[config.mk]
export PLATFORM = sky130hd
export DESIGN_NAME = gpo_rxcommaalign_ctrl_flat
export DESIGN_NICKNAME = d
export VERILOG_FILES = /design/src/rtl/gpo_rxcommaalign_ctrl_if.sv /design/src/rtl/gpo_rxcommaalign_ctrl.sv /design/src/flat_wrapper.sv
export SDC_FILE = /design/constraint.sdc
export NUM_CORES = 1
export LEC_CHECK = 0
export ABC_AREA = 1
export ABC_CLOCK_PERIOD_IN_PS = 4050
export CORE_ASPECT_RATIO = 0.8
export CORE_MARGIN = 8
export CORE_UTILIZATION = 58
export CTS_CLUSTER_DIAMETER = 30
export DETAILED_ROUTE_END_ITERATION = 7
export GPL_TIMING_DRIVEN = 0
export PLACE_DENSITY = 0.8
export SLEW_MARGIN = 5
export SYNTH_ARGS = -nofsm -noshare
export SYNTH_HDL_FRONTEND = slang
export SYNTH_SLANG_ARGS = --single-unit
[constraint.sdc]
create_clock -name clk -period 4.05 [get_ports clk]
set_input_delay 0.6075 -clock clk [delete_from_list [all_inputs] [get_ports clk]]
set_output_delay 0.6075 -clock clk [all_outputs]
set_load 0.01 [all_outputs]
[src/rtl/gpo_rxcommaalign_ctrl_if.sv]
// Signal bundle between the processor GPO / GT RX status side and the
// comma-alignment controller of one transceiver channel.
interface gpo_rxcommaalign_ctrl_if;
  logic [15:0] gpo_in;
  logic        rxbyteisaligned_in;
  logic        rxbyterealign_in;
  logic        rxcommaalignen_out;
  logic        align_done_out;
  logic        align_timeout_out;

  modport master (
    output gpo_in,
    output rxbyteisaligned_in,
    output rxbyterealign_in,
    input  rxcommaalignen_out,
    input  align_done_out,
    input  align_timeout_out
  );

  modport slave (
    input  gpo_in,
    input  rxbyteisaligned_in,
    input  rxbyterealign_in,
    output rxcommaalignen_out,
    output align_done_out,
    output align_timeout_out
  );
endinterface

[src/rtl/gpo_rxcommaalign_ctrl.sv]
// Per-channel comma-alignment sequencer: a processor GPO request bit drives
// rxcommaalignen through search/qualify/lock, with done and timeout flags back.
module gpo_rxcommaalign_ctrl #(
  parameter int CHANNEL_ID     = 2,
  parameter int STABLE_CYCLES  = 64,
  parameter int TIMEOUT_CYCLES = 65535,
  parameter int CNT_W          = 16
) (
  input  logic                      clk,
  input  logic                      rst,
  gpo_rxcommaalign_ctrl_if.slave    bus
);

  localparam int              REQ_BIT  = CHANNEL_ID + 8;
  localparam logic [CNT_W-1:0] TMO_LAST = CNT_W'(TIMEOUT_CYCLES - 1);
  localparam logic [CNT_W-1:0] STB_LAST = CNT_W'(STABLE_CYCLES - 1);

  generate
    if (CHANNEL_ID < 0 || CHANNEL_ID > 7) begin : g_bad_channel
      $error("CHANNEL_ID must be in 0..7");
    end
    if (STABLE_CYCLES < 1) begin : g_bad_stable
      $error("STABLE_CYCLES must be >= 1");
    end
    if (TIMEOUT_CYCLES < 2 || (TIMEOUT_CYCLES - 1) >= (2 ** CNT_W)) begin : g_bad_timeout
      $error("TIMEOUT_CYCLES must be >= 2 and TIMEOUT_CYCLES-1 must fit in CNT_W");
    end
  endgenerate

  typedef enum logic [2:0] {
    IDLE    = 3'd0,
    SEARCH  = 3'd1,
    QUALIFY = 3'd2,
    LOCKED  = 3'd3,
    FAULT   = 3'd4
  } state_t;

  state_t           state_q, state_d;
  logic [CNT_W-1:0] tmo_cnt_q, tmo_cnt_d;
  logic [CNT_W-1:0] stb_cnt_q, stb_cnt_d;
  logic             req_q;
  logic             aligned_ok;
  logic             commaalignen_q, commaalignen_d;
  logic             done_q, done_d;
  logic             timeout_q, timeout_d;

  // Only the request bit of this channel matters; the rest of the word is
  // shared with other channels and intentionally ignored here.
  logic unused_gpo;
  assign unused_gpo = ^bus.gpo_in;

  function automatic logic [CNT_W-1:0] sat_inc(input logic [CNT_W-1:0] v);
    return (&v) ? v : v + CNT_W'(1);
  endfunction

  assign aligned_ok = bus.rxbyteisaligned_in & ~bus.rxbyterealign_in;

  always_ff @(posedge clk) begin
    if (rst) begin
      req_q <= 1'b0;
    end else begin
      req_q <= bus.gpo_in[REQ_BIT];
    end
  end

  always_comb begin
    state_d   = state_q;
    tmo_cnt_d = tmo_cnt_q;
    stb_cnt_d = stb_cnt_q;

    if (!req_q) begin
      state_d   = IDLE;
      tmo_cnt_d = '0;
      stb_cnt_d = '0;
    end else begin
      unique case (state_q)
        IDLE: begin
          state_d   = SEARCH;
          tmo_cnt_d = '0;
          stb_cnt_d = '0;
        end
        SEARCH: begin
          tmo_cnt_d = sat_inc(tmo_cnt_q);
          if (tmo_cnt_q == TMO_LAST) begin
            state_d = FAULT;
          end else if (aligned_ok) begin
            state_d   = QUALIFY;
            stb_cnt_d = '0;
          end
        end
        QUALIFY: begin
          // The timeout budget spans the whole attempt, including fallbacks.
          tmo_cnt_d = sat_inc(tmo_cnt_q);
          if (tmo_cnt_q == TMO_LAST) begin
            state_d = FAULT;
          end else if (!aligned_ok) begin
            state_d   = SEARCH;
            stb_cnt_d = '0;
          end else if (stb_cnt_q == STB_LAST) begin
            state_d = LOCKED;
          end else begin
            stb_cnt_d = sat_inc(stb_cnt_q);
          end
        end
        LOCKED: begin
          if (!aligned_ok) begin
            state_d   = SEARCH;
            tmo_cnt_d = '0;
            stb_cnt_d = '0;
          end
        end
        FAULT: begin
          state_d = FAULT;
        end
        default: begin
          state_d   = IDLE;
          tmo_cnt_d = '0;
          stb_cnt_d = '0;
        end
      endcase
    end
  end

  // Outputs are decoded from the next state so they register on the same
  // edge as the state itself.
  always_comb begin
    commaalignen_d = (state_d == SEARCH) || (state_d == QUALIFY);
    done_d         = (state_d == LOCKED);
    timeout_d      = (state_d == FAULT);
  end

  always_ff @(posedge clk) begin
    if (rst) begin
      state_q        <= IDLE;
      tmo_cnt_q      <= '0;
      stb_cnt_q      <= '0;
      commaalignen_q <= 1'b0;
      done_q         <= 1'b0;
      timeout_q      <= 1'b0;
    end else begin
      state_q        <= state_d;
      tmo_cnt_q      <= tmo_cnt_d;
      stb_cnt_q      <= stb_cnt_d;
      commaalignen_q <= commaalignen_d;
      done_q         <= done_d;
      timeout_q      <= timeout_d;
    end
  end

  assign bus.rxcommaalignen_out = commaalignen_q;
  assign bus.align_done_out     = done_q;
  assign bus.align_timeout_out  = timeout_q;

endmodule

[src/flat_wrapper.sv]
// flat-port wrapper written by rule: the top's interface ports become plain ports
module gpo_rxcommaalign_ctrl_flat 
#(
  parameter int CHANNEL_ID     = 2,
  parameter int STABLE_CYCLES  = 64,
  parameter int TIMEOUT_CYCLES = 65535,
  parameter int CNT_W          = 16
)
  (clk, rst, bus_gpo_in, bus_rxbyteisaligned_in, bus_rxbyterealign_in, bus_rxcommaalignen_out, bus_align_done_out, bus_align_timeout_out);
  gpo_rxcommaalign_ctrl_if bus_i ();
  input  logic clk;
  input  logic rst;
  input wire logic [$bits(bus_i.gpo_in)-1:0] bus_gpo_in;
  input wire logic [$bits(bus_i.rxbyteisaligned_in)-1:0] bus_rxbyteisaligned_in;
  input wire logic [$bits(bus_i.rxbyterealign_in)-1:0] bus_rxbyterealign_in;
  output wire logic [$bits(bus_i.rxcommaalignen_out)-1:0] bus_rxcommaalignen_out;
  output wire logic [$bits(bus_i.align_done_out)-1:0] bus_align_done_out;
  output wire logic [$bits(bus_i.align_timeout_out)-1:0] bus_align_timeout_out;
  assign bus_i.gpo_in = bus_gpo_in;
  assign bus_i.rxbyteisaligned_in = bus_rxbyteisaligned_in;
  assign bus_i.rxbyterealign_in = bus_rxbyterealign_in;
  assign bus_rxcommaalignen_out = bus_i.rxcommaalignen_out;
  assign bus_align_done_out = bus_i.align_done_out;
  assign bus_align_timeout_out = bus_i.align_timeout_out;
  gpo_rxcommaalign_ctrl #(.CHANNEL_ID(CHANNEL_ID), .STABLE_CYCLES(STABLE_CYCLES), .TIMEOUT_CYCLES(TIMEOUT_CYCLES), .CNT_W(CNT_W)) u_core (.clk(clk), .rst(rst), .bus(bus_i));
endmodule
==> metrics.md <==
| Metric | Value |
|---|---|
| Worst Tran Pin Value | `0.7020 ns` |
| Max Clk Rate | `between 400 and 500 MHz` |
| WL/cell | `between 10 and 15 um` |
| Mapped Cells | `about 440` |
| CP Max Fanout | `10` |
| Crit-path cells | `clkdlybuf4s50_1, inv_1, nor2_2, nor2_1, nor2_1, nand2_2, inv_6, nand2_8, buf_12, nand2_1, a21oi_2` |
| Die Span X | `92.41 um` |
| Final Critical Period | `between 2 and 2.5 ns` |
| Vias per cell | `roughly 5.3` |
| Initial antenna violation count | `0` |
| Largest net degree at the start of global routing | `14` |
| Post-DP HPWL | `4690 um` |
| Ant diodes | `0` |
| DIE AREA | `0.007127 sq mm` |
| Port buffer count | `6` |
| Hold buffers post-CTS | `0` |
| Routed via count | `around 2700` |
| Tot Pwr | `821.7 uW` |
| Most frequent CP cell | `nor2_1` |
| Worst setup SP type | `input port` |
| Root Driver | `clkbuf_8` |
| Worst-skew pair later-pin latency | `0.30 ns` |
| Area grow syn2layout | `10.02%` |
| Total of max-cap violations | `0` |
| Top cell type's share of synthesized area | `between 20% and 30%` |
| FILL cells | `around 440` |
| GR Util All Layers | `around 19%` |
| Worst IR drop on VDD | `between 0.2 and 0.3 mV` |
| DRC | `0` |
| Leakage power | `between 0.001 and 0.0015 uW` |
| Status | `complete, no violations` |
| FF+latch count, synth | `39` |
| Critical path's slowest cell | `clkdlybuf4s50_1` |
| Final Hold Violating Endpoints | `0` |
| RSZ-0062 raised after global routing | `no` |
| Final ANT Viol Nets | `0` |
| Number of synthesized flops with an enable pin | `0` |
| Num ports | `23` |
| Worst EP required | `4.22 ns` |
| Final WL | `between 6000 and 7000 um` |
| Top-count cell post-synth | `nand2_1` |
| Post-synth top cells | `nand2_1, nor2_1, nand3_1, dfxtp_1, inv_1` |
| Site row count | `22` |
| Worst path max stage delay | `around 0.45 ns` |
| Drt first pass iters | `5` |
| Slew headroom | `between 50% and 60%` |
| Synth warn | `0` |
| Area contributors post-synth | `dfxtp_1, nand2_1, nor2_1` |
| Post-CTS sizing | `0` |
| Critical setup path kind | `in2reg` |
| Num Clock Sinks | `39` |
| Grt total ovfl | `0` |
| Mapped cell area | `between 0.002 and 0.003 sq mm` |
| Worst clock skew | `0.01261 ns` |
| Vias in the first global route | `approximately 2400` |
| Layout cell share with drive strength beyond 1 | `a little over an eighth` |
| Ys flop type | `dfxtp_1` |
| First-pass GRT wire length | `roughly 11000 um` |
| Synth area leader | `dfxtp_1` |
| CTS H-tree lvls | `2` |
| Clk buf depth | `2` |
| Net Count, Synth | `around 460` |
| Initial Utilization | `between 50 and 60%` |
| GPL Wtd Cong | `around 1` |
| Drt initial violations | `roughly 250` |
| Final TNS setup | `0 ns` |
| Hold crit path type | `reg2reg` |
| Power per cell area | `roughly 280 mW/mm^2` |
| Asr flop ratio synth | `0%` |
| Distinct cells, synth | `36` |
| Die Ht | `about 77 um` |
| CTS tree | `yes` |
| Num CTS Buffers | `5` |
| Max Slew Vio Count | `0` |
| Sequential area share after synthesis | `28.82%` |
| Crit. End Element | `flip-flop` |
| Final setup fails | `0` |
| Final net count | `472` |
| Post-CTS Setup Bufs | `0` |
| Core Area | `0.004542 sq mm` |
| CP arrival | `roughly 2.2 ns` |
| Post-synthesis area per instance | `about 6.2 sq um` |
| Clock slew at reported path FFs | `~0.090 ns` |
| Final period utilization | `roughly half` |
## placed cells by master, fill, tap and decap left out, drive strengths merged, types with 4 or more instances in the layout
cell type        n
nor2            89
a21oi           31
o21ai            9
buf              4
or2              6
nand4           12
o21bai           5
clkdlybuf4s50    6
inv             48
nand2          124
nand3           49
clkbuf          10
dfxtp           39
## critical path, delay by kind of cell
kind                   cells  cell delay (ns)
AND/OR/NAND/NOR            6             0.79
buffers and inverters      4             0.77
AO/OA/AOI/OAI              1             0.05
## logic make-up after synthesis
family / synth area share, %
flip-flops: 28.82
AO/OA/AOI/OAI: 10.90
XOR/XNOR: 0.9702
AND/OR/NAND/NOR: 49.01
adder cells (fa/ha/maj): 1.386
buffers and inverters: 8.915
## final timing paths
check | from | slack [ns] | to | cells past startpoint
setup / recovery | bus_rxbyteisaligned_in | 1.99 | u_core.stb_cnt_q[4] | 11
hold / removal | u_core.req_q | 0.47 | u_core.state_q[0] | 2
setup reg to reg | u_core.tmo_cnt_q[1] | 2.20 | u_core.tmo_cnt_q[10] | 8
hold reg to reg | u_core.req_q | 0.47 | u_core.state_q[0] | 2
## state kept, by name, summed over array words and instances (netlist names)
name and count:
u_core.bus.align_timeout_out 1, u_core.req_q 1, u_core.stb_cnt_q 16, u_core.tmo_cnt_q 16
u_core.bus.rxcommaalignen_out 1, u_core.state_q 3, u_core.bus.align_done_out 1
## stage by stage
| stage | util [%] | setup slack [ns] | hold slack [ns] | area, sq um | cells |
|---|---|---|---|---|---|
| floorplan | - | 2.339 | 0.4397 | 2709 | 436 |
| global placement | 62.62 | 1.673 | 0.4608 | 2844 | 502 |
| detailed placement | 62.62 | 1.676 | 0.4639 | 2844 | 502 |
| CTS | 65.62 | 1.992 | 0.4767 | 2980 | 510 |
| global route | 65.62 | 1.782 | 0.5050 | 2980 | 510 |
| finish | 65.62 | 1.991 | 0.4726 | 2980 | 510 |
## final cells by class
cell class                 count  area (sq um)  share of cell area [%]
clock inverter                 3         67.56                   2.267
clock buffer                   5         68.82                   2.309
sequential                    39         780.7                   26.20
inverter                      48         185.2                   6.213
multi-input combinational    340          1687                   56.59
timing repair buffer           6         60.06                   2.015
buffer                         9         56.30                   1.889
tap                           60         75.07                   2.519
## where the power goes
group          internal (uW)  switching, uW
Combinational           11.1           24.1
Sequential               385           1.22
Clock                    246            155
## per-layer routing
metal / vias up / track usage, % / wire length, um
met2: 67 / 26.96 / 2584
met5: - / 0 / 0
li1: 1424 / - / -
met1: 1216 / 26.53 / 3289
met4: 0 / 4.815 / 61
met3: 7 / 3.891 / 400
(Power assumes the default switching activity.)
